**config.mk**
```make
export PLATFORM = sky130hd
export DESIGN_NAME = ro_stress_sequencer
export DESIGN_NICKNAME = d
export VERILOG_FILES = /design/src/rtl/ro_pkg.sv /design/src/rtl/ro_edge_counter.sv /design/src/rtl/ro_stress_sequencer.sv
export SDC_FILE = /design/constraint.sdc
export NUM_CORES = 1
export LEC_CHECK = 0
export ABC_AREA = 1
export CAP_MARGIN = 20
export CORE_ASPECT_RATIO = 1.4
export CORE_MARGIN = 8
export CORE_UTILIZATION = 58
export DETAILED_ROUTE_END_ITERATION = 12
export PLACE_DENSITY_LB_ADDON = 0.1
export SYNTH_ARGS = -nofsm -noshare
export SYNTH_HDL_FRONTEND = slang
export SYNTH_SLANG_ARGS = --single-unit
export TNS_END_PERCENT = 50
```
**constraint.sdc**
```tcl
create_clock -name Clk -period 4.85 [get_ports Clk]
set_input_delay 0.485 -clock Clk [delete_from_list [all_inputs] [get_ports Clk]]
set_output_delay 0.485 -clock Clk [all_outputs]
set_load 0.02 [all_outputs]
```
**src/rtl/ro_pkg.sv**
```systemverilog
// rtl/ro_pkg.sv - shared state encoding and cell-mode constants for the ring-oscillator stress sequencer
package ro_pkg;

  typedef enum logic [2:0] {
    IDLE    = 3'd0,
    STRESS  = 3'd1,
    SETTLE  = 3'd2,
    MEASURE = 3'd3,
    REPORT  = 3'd4
  } ro_state_e;

  localparam logic MODE_STATIC = 1'b1;
  localparam logic MODE_OSC    = 1'b0;

  localparam int SETTLE_CYC_DEFAULT = 16;

endpackage

```
**src/rtl/ro_edge_counter.sv**
```systemverilog
// rtl/ro_edge_counter.sv - synchronizes the divided ring output and counts its rising edges, saturating
module ro_edge_counter #(
  parameter int CNT_W = 20
) (
  input  logic             Clk,
  input  logic             Rst,
  input  logic             RingOut,
  input  logic             Clear,
  input  logic             Enable,
  output logic [CNT_W-1:0] Count,
  output logic             Ovf
);

  // [1:0] is the two-flop synchronizer, [2] is the previous synchronized level for edge detect
  logic [2:0] sync_q;
  logic       rise;

  assign rise = sync_q[1] & ~sync_q[2];

  always_ff @(posedge Clk) begin
    if (Rst) begin
      sync_q <= '0;
      Count  <= '0;
      Ovf    <= 1'b0;
    end else begin
      sync_q <= {sync_q[1:0], RingOut};
      if (Clear) begin
        Count <= '0;
        Ovf   <= 1'b0;
      end else if (Enable && rise) begin
        // An edge arriving at all-ones is lost; flag it and hold the count
        if (&Count) Ovf <= 1'b1;
        else        Count <= Count + CNT_W'(1);
      end
    end
  end

endmodule

```
**src/rtl/ro_stress_sequencer.sv**
```systemverilog
// rtl/ro_stress_sequencer.sv - stress/settle/measure/report sequencer for one ring-oscillator cell
// Optional baseline measurement before the first stress window: RO_BASELINE_MEAS_EN
module ro_stress_sequencer
  import ro_pkg::*;
#(
  parameter int STRESS_W   = 32,
  parameter int GATE_W     = 24,
  parameter int CNT_W      = 20,
  parameter int ITER_W     = 8,
  parameter int SETTLE_CYC = SETTLE_CYC_DEFAULT
) (
  input  logic                Clk,
  input  logic                Rst,
  input  logic                Start,
  input  logic                Abort,
  input  logic [STRESS_W-1:0] StressLen,
  input  logic [GATE_W-1:0]   GateLen,
  input  logic [ITER_W-1:0]   NumIter,
  input  logic                StressVal,
  input  logic                RingOut,
  output logic                Mode,
  output logic                Stress,
  output logic                Busy,
  output logic                Done,
  output logic [CNT_W-1:0]    MeasCount,
  output logic                MeasOvf,
  output logic                MeasValid,
  input  logic                MeasReady,
  output logic [ITER_W-1:0]   Iter
);

  localparam int TW = (STRESS_W > GATE_W) ? STRESS_W : GATE_W;

  ro_state_e           state, state_next;
  logic [TW-1:0]       timer;
  logic [STRESS_W-1:0] stress_len_q;
  logic [GATE_W-1:0]   gate_len_q;
  logic [ITER_W-1:0]   num_iter_q;
  logic                stress_val_q;

  logic                start_ok;
  logic                last_iter;
  logic [STRESS_W-1:0] stress_len_eff;
  logic                stress_val_eff;
  logic                stress_zero;
  logic                mode_d, stress_d, busy_d, done_d, valid_d;

  assign start_ok = (state == IDLE) && Start && !Abort;

  // Lengths are latched on the Start edge, so the IDLE exit must look at the live inputs
  assign stress_len_eff = (state == IDLE) ? StressLen : stress_len_q;
  assign stress_val_eff = (state == IDLE) ? StressVal : stress_val_q;
  assign stress_zero    = (stress_len_eff == '0);

`ifdef RO_BASELINE_MEAS_EN
  assign last_iter = (Iter == num_iter_q);
`else
  assign last_iter = (({1'b0, Iter} + {{ITER_W{1'b0}}, 1'b1}) == {1'b0, num_iter_q});
`endif

  always_ff @(posedge Clk) begin
    if (Rst) state <= IDLE;
    else     state <= state_next;
  end

  always_comb begin
    state_next = state;
    case (state)
      IDLE: begin
        if (Start) begin
`ifdef RO_BASELINE_MEAS_EN
          state_next = SETTLE;
`else
          state_next = stress_zero ? SETTLE : STRESS;
`endif
        end
      end
      STRESS:  if (timer == '0) state_next = SETTLE;
      SETTLE:  if (timer == '0) state_next = MEASURE;
      MEASURE: if (timer == '0) state_next = REPORT;
      REPORT: begin
        if (MeasReady) state_next = last_iter ? IDLE : (stress_zero ? SETTLE : STRESS);
      end
      default: state_next = IDLE;
    endcase
    if (Abort) state_next = IDLE;
  end

  // Output values are decoded from the next state and registered, so they line up with the state
  always_comb begin
    mode_d   = MODE_STATIC;
    stress_d = 1'b0;
    busy_d   = (state_next != IDLE);
    valid_d  = (state_next == REPORT);
    done_d   = (state == REPORT) && MeasReady && last_iter && !Abort;
    case (state_next)
      SETTLE, MEASURE: mode_d   = MODE_OSC;
      STRESS, REPORT:  stress_d = stress_val_eff;
      default: ;
    endcase
  end

  always_ff @(posedge Clk) begin
    if (Rst) begin
      Mode      <= MODE_STATIC;
      Stress    <= 1'b0;
      Busy      <= 1'b0;
      Done      <= 1'b0;
      MeasValid <= 1'b0;
    end else begin
      Mode      <= mode_d;
      Stress    <= stress_d;
      Busy      <= busy_d;
      Done      <= done_d;
      MeasValid <= valid_d;
    end
  end

  always_ff @(posedge Clk) begin
    if (Rst) begin
      timer        <= '0;
      stress_len_q <= '0;
      gate_len_q   <= '0;
      num_iter_q   <= '0;
      stress_val_q <= 1'b0;
      Iter         <= '0;
    end else begin
      if (start_ok) begin
        stress_len_q <= StressLen;
        gate_len_q   <= GateLen;
        num_iter_q   <= (NumIter == '0) ? ITER_W'(1) : NumIter;
        stress_val_q <= StressVal;
        Iter         <= '0;
      end else if ((state == REPORT) && MeasReady && !Abort) begin
        Iter <= Iter + ITER_W'(1);
      end

      // Every phase reloads its length on entry and runs down to zero
      if (state_next != state) begin
        case (state_next)
          STRESS:  timer <= TW'(stress_len_eff) - TW'(1);
          SETTLE:  timer <= TW'(SETTLE_CYC - 1);
          MEASURE: timer <= (gate_len_q == '0) ? '0 : TW'(gate_len_q) - TW'(1);
          default: timer <= '0;
        endcase
      end else if (timer != '0) begin
        timer <= timer - TW'(1);
      end
    end
  end

  ro_edge_counter #(
    .CNT_W(CNT_W)
  ) u_edge_counter (
    .Clk    (Clk),
    .Rst    (Rst),
    .RingOut(RingOut),
    .Clear  (state == SETTLE),
    .Enable (state == MEASURE),
    .Count  (MeasCount),
    .Ovf    (MeasOvf)
  );

endmodule

```
[Yosys cells after proc, flatten, opt, wreduce, memory -nomap -nowiden]
Cells that the tools add are included.
Storage, ports and cells
  bits in latches: 0
  bits in read-only memories: 0
  output and inout bits: 34
  register bits after elaboration: 137
  logic and storage cells: 76
  memories: 0
  input bits: 71
  memory bits (writable): 0
Operators by class
  div/mod/pow operators: 0
  $add $sub $neg: 6
  $lt $le $gt $ge: 0
  equal/unequal tests: 10
  muxes and demuxes: 17
  bitwise logic cells: 4
  shift operators: 0
  multipliers: 0
  reductions and logical operators: 24
Operators by type and width (number)
  $mux W32: 4
  $pmux W32 S3: 1
  $logic_not A32 Y1: 2
  $sub A32 B1 Y32 const B: 2
  $reduce_bool A32 Y1: 1
  $sub A24 B1 Y25 const B: 1
  $logic_not A24 Y1: 1
  $reduce_and A21 Y1: 1
  $add A20 B1 Y20 const B: 1
  $reduce_and A20 Y1: 1
  $mux W3: 6
  $pmux W3 S5: 1
  $eq A3 B2 Y1 const B: 4
  $reduce_or A2 Y1: 5
  $add A8 B1 Y9 const B: 1
  $eq A9 B8 Y1: 1
  $add A8 B1 Y8 const B: 1
  $logic_not A8 Y1: 1
  $mux W8: 1
  $logic_and A1 B1 Y1: 7
  $eq A3 B1 Y1 const B: 2
  $eq A3 B3 Y1 const B: 2
  $mux W2: 2
  $logic_not A3 Y1: 1
  8 further kinds: 11

[Longest topological paths before layout]
Gate-level depths: netlist of run 1.
  depth after elaboration: 12
  mapped depth: 23
  mapped depth without buffers: 22

[Cells and area by module]
Synthesis of run 1 repeated with hierarchy kept, for this count alone.
Second synthesis, totals
  cells, all modules: 1380
  area, all modules: 9007.4 µm²
By module, submodules not included
  ro_stress_sequencer: instances 1, cells each 1191, area an instance 7711.1 µm²
  ro_edge_counter: instances 1, cells each 189, area an instance 1296.2 µm²

[Worst setup path before layout of run 1]
No wires, ideal clock.
  kind: reg2reg
  start: register Iter[0]
  end: register timer[20]
  cell stages (with the launch flop): 21
  clock period less this slack: 2.756 ns
  arrival: 2.638 ns
  setup slack: 2.094 ns
  buffers on the path: 2
  setup time: 0.119 ns
  cells stage by stage: dfxtp_1 ha_1 nand2_1 inv_1 nand3_1 nand2_1 nand2_1 nand2_1 nand2_1 nor2_1 nand2_1 nor2_1 nor2_4 o21bai_4 nand2_2 nand2_2 nand3_4 o21ai_2 buf_6 buf_6 a21oi_2
On the way
  word-level cells in the longest chain between the ends: 9
  elaborated cells on any way between the ends: 13
RTL lines
  start, declared: RTL line ro_stress_sequencer.sv:29  | output logic [ITER_W-1:0] Iter
  start signal, assigned: RTL line ro_stress_sequencer.sv:135  | Iter <= Iter + ITER_W'(1);
  $add A8 B1 Y9 *: RTL line ro_stress_sequencer.sv:58  | assign last_iter = (({1'b0, Iter} + {{ITER_W{1'b0}}, 1'b1}) == {1'b0, num_iter_q});
  $eq A9 B8 Y1 *: RTL line ro_stress_sequencer.sv:58
  $mux W2 *: RTL line ro_stress_sequencer.sv:82  | if (MeasReady) state_next = last_iter ? IDLE : (stress_zero ? SETTLE : STRESS);
  $mux W3 *: RTL line ro_stress_sequencer.sv:82
  $pmux W3 S5 *: RTL line ro_stress_sequencer.sv:68  | case (state)
  $mux W3 *: RTL line ro_stress_sequencer.sv:86  | if (Abort) state_next = IDLE;
  $eq A3 B2 Y1 / $eq A3 B1 Y1 (equally long branches): RTL line ro_stress_sequencer.sv:140  | case (state_next)
  $pmux W32 S3: RTL line ro_stress_sequencer.sv:140
  $mux W32: RTL line ro_stress_sequencer.sv:139  | if (state_next != state) begin
  end signal, assigned: RTL line ro_stress_sequencer.sv:141  | STRESS: timer <= TW'(stress_len_eff) - TW'(1);
  end signal, assigned: RTL line ro_stress_sequencer.sv:142  | SETTLE: timer <= TW'(SETTLE_CYC - 1);
  end signal, assigned: RTL line ro_stress_sequencer.sv:143  | MEASURE: timer <= (gate_len_q == '0) ? '0 : TW'(gate_len_q) - TW'(1);
  end, declared: RTL line ro_stress_sequencer.sv:35  | logic [TW-1:0] timer;
Every way passes the cells marked *; elsewhere a longest branch is shown, timed or not.
A chain may end at the register's enable or synchronous reset.

[Worst setup path in the final report of run 1]
  start: register state[0]
  end: register timer[28]
On the way
  word-level cells in the longest chain between the ends: 11
  elaborated cells on any way between the ends: 24
RTL lines
  start, declared: RTL line ro_stress_sequencer.sv:34  | ro_state_e state, state_next;
  start signal, assigned: RTL line ro_stress_sequencer.sv:63  | else state <= state_next;
  $logic_not A3 Y1: RTL line ro_stress_sequencer.sv:51, ro_stress_sequencer.sv:68
  $mux W32: RTL line ro_stress_sequencer.sv:51  | assign stress_len_eff = (state == IDLE) ? StressLen : stress_len_q;
  $logic_not A32 Y1: RTL line ro_stress_sequencer.sv:53  | assign stress_zero = (stress_len_eff == '0);
  $mux W2: RTL line ro_stress_sequencer.sv:74, ro_stress_sequencer.sv:82
  $mux W2: RTL line ro_stress_sequencer.sv:82
  $mux W3: RTL line ro_stress_sequencer.sv:82
  $pmux W3 S5: RTL line ro_stress_sequencer.sv:68
  $mux W3: RTL line ro_stress_sequencer.sv:86
  $eq A3 B2 Y1 / $eq A3 B1 Y1 (equally long branches): RTL line ro_stress_sequencer.sv:140
  $pmux W32 S3: RTL line ro_stress_sequencer.sv:140
  $mux W32: RTL line ro_stress_sequencer.sv:139
Several ways; a longest one is shown, not always the timed one.

==> results of run 1 <==
[registers in the layout, indices dropped and copies added, names as in the netlist]
signal                 flops
u_edge_counter.Count      20
Mode                       1
num_iter_q                 8
MeasValid                  1
Iter                       8
stress_val_q               1
state                      3
u_edge_counter.Ovf         1
Done                       1
stress_len_q              32
u_edge_counter.sync_q      3
Busy                       1
gate_len_q                24
Stress                     1
timer                     32
[cell families after synthesis]
logic type	after synthesis	synth area share, %
buffers and inverters	202	10.0
adders and majority gates	6	0.867
xor gates and xnor gates	75	7.58
DFF	137	31.7
AOI/OAI and AO/OA	268	16.7
and+or+nand+nor	622	33.2
[through the flow]
| step | hold slack, ps | util (%) | total power (W) |
|---|---|---|---|
| detailed placement | 398 | 65.5 | 0.00309 |
| CTS | 408 | 69.5 | 0.00439 |
| floorplan | 388 | - | 0.00273 |
| finish | 413 | 69.5 | 0.00440 |
| global route | 443 | 69.5 | 0.00470 |
| global placement | 392 | 65.5 | 0.00307 |
[layer usage]
layer  GRT usage, %  share of wire [%]  vias up  wire length, um
li1               -                  -     4424                -
met1           26.1                 40     3981             9470
met2           45.0                 51      220            12200
met3           5.66                4.8       67             1150
met4           13.4                4.3        0             1020
met5              0                  0        -                0
[cell type report]
class	instances	area (sq um)	area share [%]
Timing Repair Buffer	110	1090	10.6
Tap cell	192	240	2.34
Inverter	150	563	5.48
Sequential cell	137	2740	26.7
Clock buffer	20	447	4.35
Clock inverter	12	141	1.38
Multi-Input combinational cell	971	5060	49.2
[cells in the mapped netlist (4+ instances only)]
| cell | count |
|---|---|
| sky130_fd_sc_hd__a21oi_1 | 118 |
| sky130_fd_sc_hd__a21oi_2 | 10 |
| sky130_fd_sc_hd__a31oi_1 | 5 |
| sky130_fd_sc_hd__buf_2 | 12 |
| sky130_fd_sc_hd__buf_6 | 10 |
| sky130_fd_sc_hd__clkbuf_1 | 24 |
| sky130_fd_sc_hd__dfxtp_1 | 137 |
| sky130_fd_sc_hd__ha_1 | 6 |
| sky130_fd_sc_hd__inv_1 | 139 |
| sky130_fd_sc_hd__inv_2 | 9 |
| sky130_fd_sc_hd__nand2_1 | 247 |
| sky130_fd_sc_hd__nand2_2 | 24 |
| sky130_fd_sc_hd__nand3_1 | 87 |
| sky130_fd_sc_hd__nand3_2 | 4 |
| sky130_fd_sc_hd__nand3b_1 | 20 |
| sky130_fd_sc_hd__nand3b_2 | 5 |
| sky130_fd_sc_hd__nand4_1 | 12 |
| sky130_fd_sc_hd__nor2_1 | 158 |
| sky130_fd_sc_hd__nor2_2 | 10 |
| sky130_fd_sc_hd__nor3_1 | 28 |
| sky130_fd_sc_hd__nor4_1 | 11 |
| sky130_fd_sc_hd__o21ai_0 | 89 |
| sky130_fd_sc_hd__o21ai_1 | 31 |
| sky130_fd_sc_hd__o21ai_2 | 4 |
| sky130_fd_sc_hd__xnor2_1 | 19 |
| sky130_fd_sc_hd__xor2_1 | 56 |
[worst max-delay path: stages, from the launching register on]
cell	delay (ps)
sky130_fd_sc_hd__dfxtp_1	370
sky130_fd_sc_hd__inv_2	480
sky130_fd_sc_hd__nand2_4	370
sky130_fd_sc_hd__o21ai_0	260
sky130_fd_sc_hd__inv_1	110
sky130_fd_sc_hd__ha_1	230
sky130_fd_sc_hd__nand3_1	110
sky130_fd_sc_hd__nor2_2	60
sky130_fd_sc_hd__nand2_2	120
sky130_fd_sc_hd__nor2_2	70
sky130_fd_sc_hd__nand3_2	70
sky130_fd_sc_hd__nand3_2	90
sky130_fd_sc_hd__o21bai_4	310
sky130_fd_sc_hd__nand2_2	80
sky130_fd_sc_hd__nand2_2	100
sky130_fd_sc_hd__nand3_4	300
sky130_fd_sc_hd__o21ai_2	220
sky130_fd_sc_hd__buf_4	370
sky130_fd_sc_hd__a21oi_1	80
[power groups by stage]
stage	Combinational (W)	Clock, W	Sequential (W)
floorplan	0.00130	0	0.00142
global placement	0.00161	0	0.00145
detailed placement	0.00163	0	0.00146
CTS	0.00166	0.00130	0.00143
global route	0.00188	0.00136	0.00146
finish	0.00166	0.00130	0.00144
[worst paths after layout]
kind | depth (start not counted) | to | start
worst max-delay path | 18 | timer[28]$_SDFFE_PP0P_ | state[0]$_SDFF_PP0_
worst min-delay path | 2 | u_edge_counter.sync_q[1]$_SDFF_PP0_ | u_edge_counter.sync_q[0]$_SDFF_PP0_
worst max register to register | 18 | timer[28]$_SDFFE_PP0P_ | state[0]$_SDFF_PP0_
worst min register to register | 2 | u_edge_counter.sync_q[1]$_SDFF_PP0_ | u_edge_counter.sync_q[0]$_SDFF_PP0_
==> metrics, run 1 <==
count of buffers from port buffering ~100; placed cell count 1560; Required @ worst endpoint ~5000 ps; relative contribution of sequential cells to total power roughly a third; maximum fanout count along the critical path 40; unrepaired setup endpoints after global routing no; buffer levels on the longest clock path 2; antenna violations before repair 0; fraction of registers with async set/reset 0%; maximum clock frequency roughly 250 MHz; Worst setup EP type flop; DR vias/cell ~5.5; Total Die Area about 0.019 sq mm; power share of the clock group between 20 and 30%; maximum number of pins on one net before global-route repair between 100 and 150; area delta synth->final 18.7%; number of nets in the layout approximately 1500; TritonRoute pass-1 iters 9; kind of start point of the critical path flop; clock insertion delay at the later pin of the skew report 420 ps; skew final between 8 and 9 ps; instance area after placement just under 0.01 sq mm; overall die width between 100 and 150 um; clock tree from TritonCTS yes; Final Cycle Share about four fifths; post-layout min period just under 4000 ps; power density over the cells between 400 and 500 mW/mm^2; number of antenna cells inserted 0; net count of the mapped netlist 1387; classification of the worst setup path reg2reg; FP Rows between 50 and 60; Ports approximately 110; number of inserted filler cells in the final layout approximately 1300; post-place setup slack 948 ps; vias in the first global route roughly 8600; sw frac between 30% and 40%; cell at the root of the clock tree sky130_fd_sc_hd__clkbuf_16; sum of net half-perimeters after detailed placement between 15 and 20 mm; effective utilization at floorplan 58.6%; post-layout instance count excluding filler cells around 1600; maxcap violations 0; Logic pwr share ~38%; number of cells upsized or downsized after cts 0; most common library cell in the layout ignoring fill and taps sky130_fd_sc_hd__nand2_1; slew margin rel. 31.5%; post-route antenna net violation count 0; number of flip-flops and latches in the synthesized netlist 137; transition time at the pin with the least slew margin just over 1000 ps; setup TNS after final layout 0 ps; Inserted Clock Buffers 17; NetSw 0.00170 W; commonest cells after routing, fill and taps aside sky130_fd_sc_hd__nand2_1, sky130_fd_sc_hd__nor2_1, sky130_fd_sc_hd__inv_1; Initial DRC Count 550; share of final-layout standard cells stronger than drive strength 1 ~8.4%; number of buffers added for setup after CTS 0; count of flip-flops with a built-in enable after synthesis 0; Avg Inst Size Synth 6.61 sq um; level count of the clock H-tree 4; global-route congestion overflow total 0; final weighted congestion in routability-driven placement 0.945; status finished clean; DR vias roughly 8700; maximum vdd ir drop 0.258 mV; first-pass GRT wire length between 30 and 40 mm; Post-Syn Instances between 1000 and 1500; internal cell power approximately 0.0027 W; LEAKAGE between 4 and 5 nW; area share of the largest cell type after synthesis 31.7%; final hold violation count 0; proportion of synthesized chip area in sequential cells about a third; register-to-register path setup slack a little under 900 ps; overall routed net length around 24 mm; data arrival time of the critical path between 4000 and 5000 ps; post-route cell area 0.0103 sq mm; # hold bufs at CTS 0; final setup violating endpoints 0; detailed-route DRC error count 0; mapped cell area 0.00866 sq mm; overall die height approximately 160 um; routed length per placed instance about 15 um; Slew Limit Fails 0; sinks on the clock net ~140; YS warnings 0; cells taking the most area after synthesis sky130_fd_sc_hd__dfxtp_1, sky130_fd_sc_hd__nand2_1, sky130_fd_sc_hd__nor2_1; clock-pin slew reported for the worst setup and hold paths after clock tree synthesis 60 ps; leading register cell type out of synthesis sky130_fd_sc_hd__dfxtp_1; classification of the worst-slack hold path reg2reg; distinct cell type count after synthesis 47; placeable core region ~0.015 sq mm; final worst setup slack around 890 ps; Yosys top cell by area sky130_fd_sc_hd__dfxtp_1; global-route usage over all layers about a quarter
Power figures use the tool's default switching activity.
==> run 2: changes to the inputs <==
--- a/config.mk
+++ b/config.mk
@@ -9,7 +9,7 @@
 export CAP_MARGIN = 20
 export CORE_ASPECT_RATIO = 1.4
 export CORE_MARGIN = 8
-export CORE_UTILIZATION = 58
+export CORE_UTILIZATION = 51
 export DETAILED_ROUTE_END_ITERATION = 12
 export PLACE_DENSITY_LB_ADDON = 0.1
 export SYNTH_ARGS = -nofsm -noshare
==> constraint.sdc (replaced) <==
create_clock -name Clk -period 3.5 [get_ports Clk]
set_input_delay 0.35 -clock Clk [delete_from_list [all_inputs] [get_ports Clk]]
set_output_delay 0.35 -clock Clk [all_outputs]
set_load 0.02 [all_outputs]
==> metrics, run 2 (synthesis results as in run 1) <==
sinks on the clock net 137; Worst setup EP type flop; Cell Chain, Critical Path inv_1, ha_1, inv_1, nor3_1, nand3_1, nor2_1, inv_2, o22ai_1, nand2_1, xor2_1, nand2_2, nor2_4, o21ai_1, a21oi_1; Initial DRC Count between 500 and 600; maximum fanout count along the critical path 17; Ports 105; cell depth of the worst hold path 2; Slowest Stage Delay on Critical Path around 430 ps; level count of the clock H-tree 4; transition time at the pin with the least slew margin 576 ps; vias in the first global route 8320; classification of the worst setup path reg2reg; antenna violations before repair 0; endpoint of the worst hold path u_edge_counter.sync_q[1]$_SDFF_PP0_; final weighted congestion in routability-driven placement between 0.9 and 1; global-route usage over all layers 22.8%; commonest cells after routing, fill and taps aside sky130_fd_sc_hd__nand2_1, sky130_fd_sc_hd__nor2_1, sky130_fd_sc_hd__inv_1; register-to-register path setup slack approximately 270 ps; cell at the root of the clock tree sky130_fd_sc_hd__clkbuf_16; Inserted Clock Buffers 17; buffer levels on the longest clock path 2; placeable core region about 0.017 sq mm; slew margin rel. between 60% and 70%; cell at the slowest stage of the critical path sky130_fd_sc_hd__nor2_1; setup TNS after final layout 0 ps; data arrival time of the critical path 3580 ps; Required @ worst endpoint ~3900 ps; maximum vdd ir drop roughly 0.35 mV; routed length per placed instance about 15 um; overall die height ~170 um; unrepaired setup endpoints after global routing no; endpoint of the lowest-slack register-to-register path timer[11]$_SDFFE_PP0P_; global-route congestion overflow total 0; detailed-route DRC error count 0; final setup violating endpoints 0; number of antenna cells inserted 0; clock insertion delay at the later pin of the skew report approximately 420 ps; library cell appearing most often on the critical path sky130_fd_sc_hd__inv_1; first-pass GRT wire length between 30 and 40 mm; final hold violation count 0; maximum clock frequency between 300 and 400 MHz; TritonRoute pass-1 iters 6; power density over the cells around 580 mW/mm^2; skew final roughly 11 ps; overall routed net length roughly 24 mm; largest registers stress_len_q (32), timer (32), gate_len_q (24); Routed met1 length between 10 and 15 mm; minimum hold slack slightly above 400 ps; sum of net half-perimeters after detailed placement around 18 mm; DR vias 8559; most common library cell in the layout ignoring fill and taps sky130_fd_sc_hd__nand2_1; classification of the worst-slack hold path reg2reg; maxcap violations 0; post-layout min period between 3000 and 4000 ps; number of nets in the layout 1478; Slew Limit Fails 0; overall die width around 130 um; highest routed metal layer met4; number of buffers added for setup after CTS 0; met3 routed WL roughly 1.1 mm; maximum number of pins on one net before global-route repair between 50 and 60; Final Cycle Share 92.2%; wire length on met2 between 10 and 15 mm; count of buffers from port buffering 104; startpoint of the lowest-slack hold path u_edge_counter.sync_q[0]$_SDFF_PP0_; post-route antenna net violation count 0; kind of start point of the critical path flop; share of final-layout standard cells stronger than drive strength 1 a little under a tenth; # hold bufs at CTS 0; number of cells upsized or downsized after cts 0; Reg-to-Reg Start timer[0]$_SDFFE_PP0P_; FP Rows between 50 and 60; worst-case reg-to-reg path depth 14; LEAKAGE between 4 and 5 nW; clock-pin slew reported for the worst setup and hold paths after clock tree synthesis around 60 ps; effective utilization at floorplan between 50% and 60%; DR vias/cell ~5.3; status finished clean; clock tree from TritonCTS yes; area delta synth->final 21.3%; Total Die Area roughly 0.021 sq mm
run 2: changes by cell type in the layout (fill, tap and decap cells not counted):
cell	change
sky130_fd_sc_hd__clkbuf_8	+1
sky130_fd_sc_hd__clkbuf_1	-2
sky130_fd_sc_hd__bufinv_16	+3
sky130_fd_sc_hd__clkinvlp_4	-3
sky130_fd_sc_hd__clkinv_2	+1
sky130_fd_sc_hd__nor2_4	+1
sky130_fd_sc_hd__buf_12	+2
sky130_fd_sc_hd__buf_4	+11
run 2: where the power goes:
group	internal (W)	switching [W]	total (W)
logic	0.000825	0.00131	0.00213
registers	0.00177	0.000178	0.00194
clock network	0.00131	0.000715	0.00202
total	0.00390	0.00220	0.00610
run 2: final cells by class:
class | instances | area, sq um
clock inverter | 13 | 214
inverter | 150 | 563
tap | 203 | 254
fill | 1622 | 6170
clock buffer | 19 | 453
sequential | 137 | 2740
multi-input combinational | 972 | 5070
timing repair buffer | 123 | 1210
run 2: how the worst max path moves through the flow:
| stage | startpoint | end |
|---|---|---|
| floorplan | Iter[0]$_SDFFE_PP0P_ | timer[20]$_SDFFE_PP0P_ |
| global placement | StressLen[0] | timer[16]$_SDFFE_PP0P_ |
| detailed placement | state[0]$_SDFF_PP0_ | timer[21]$_SDFFE_PP0P_ |
| CTS | state[0]$_SDFF_PP0_ | timer[21]$_SDFFE_PP0P_ |
| global route | state[0]$_SDFF_PP0_ | timer[8]$_SDFFE_PP0P_ |
| finish | timer[0]$_SDFFE_PP0P_ | timer[11]$_SDFFE_PP0P_ |
run 2: per-layer routing:
layer	global-route usage, %	up-vias
met5	0	-
met3	5.32	44
met2	40.5	167
met4	9.92	0
met1	25.4	3905
li1	-	4443
run 2: through the flow:
stage	area [sq um]	power, W	utilization, %	instances	worst slack (ps)
final	10500	0.00610	63.0	1617	273
after floorplan	8660	0.00378	-	1310	744
after global placement	9830	0.00405	58.9	1584	416
after detailed placement	9830	0.00407	58.9	1584	356
after global routing	10500	0.00650	63.0	1617	0.415
after CTS	10500	0.00613	62.9	1616	349
run 2: worst max-delay path, delay by kind of cell, from the launching register on:
family                   cells  cell delay (ps)
flip-flops                   1              310
AO/OA/AOI/OAI                3              450
buffers and inverters        3              310
adder cells (fa/ha/maj)      1              220
AND/OR/NAND/NOR              6             1500
XOR/XNOR                     1              350
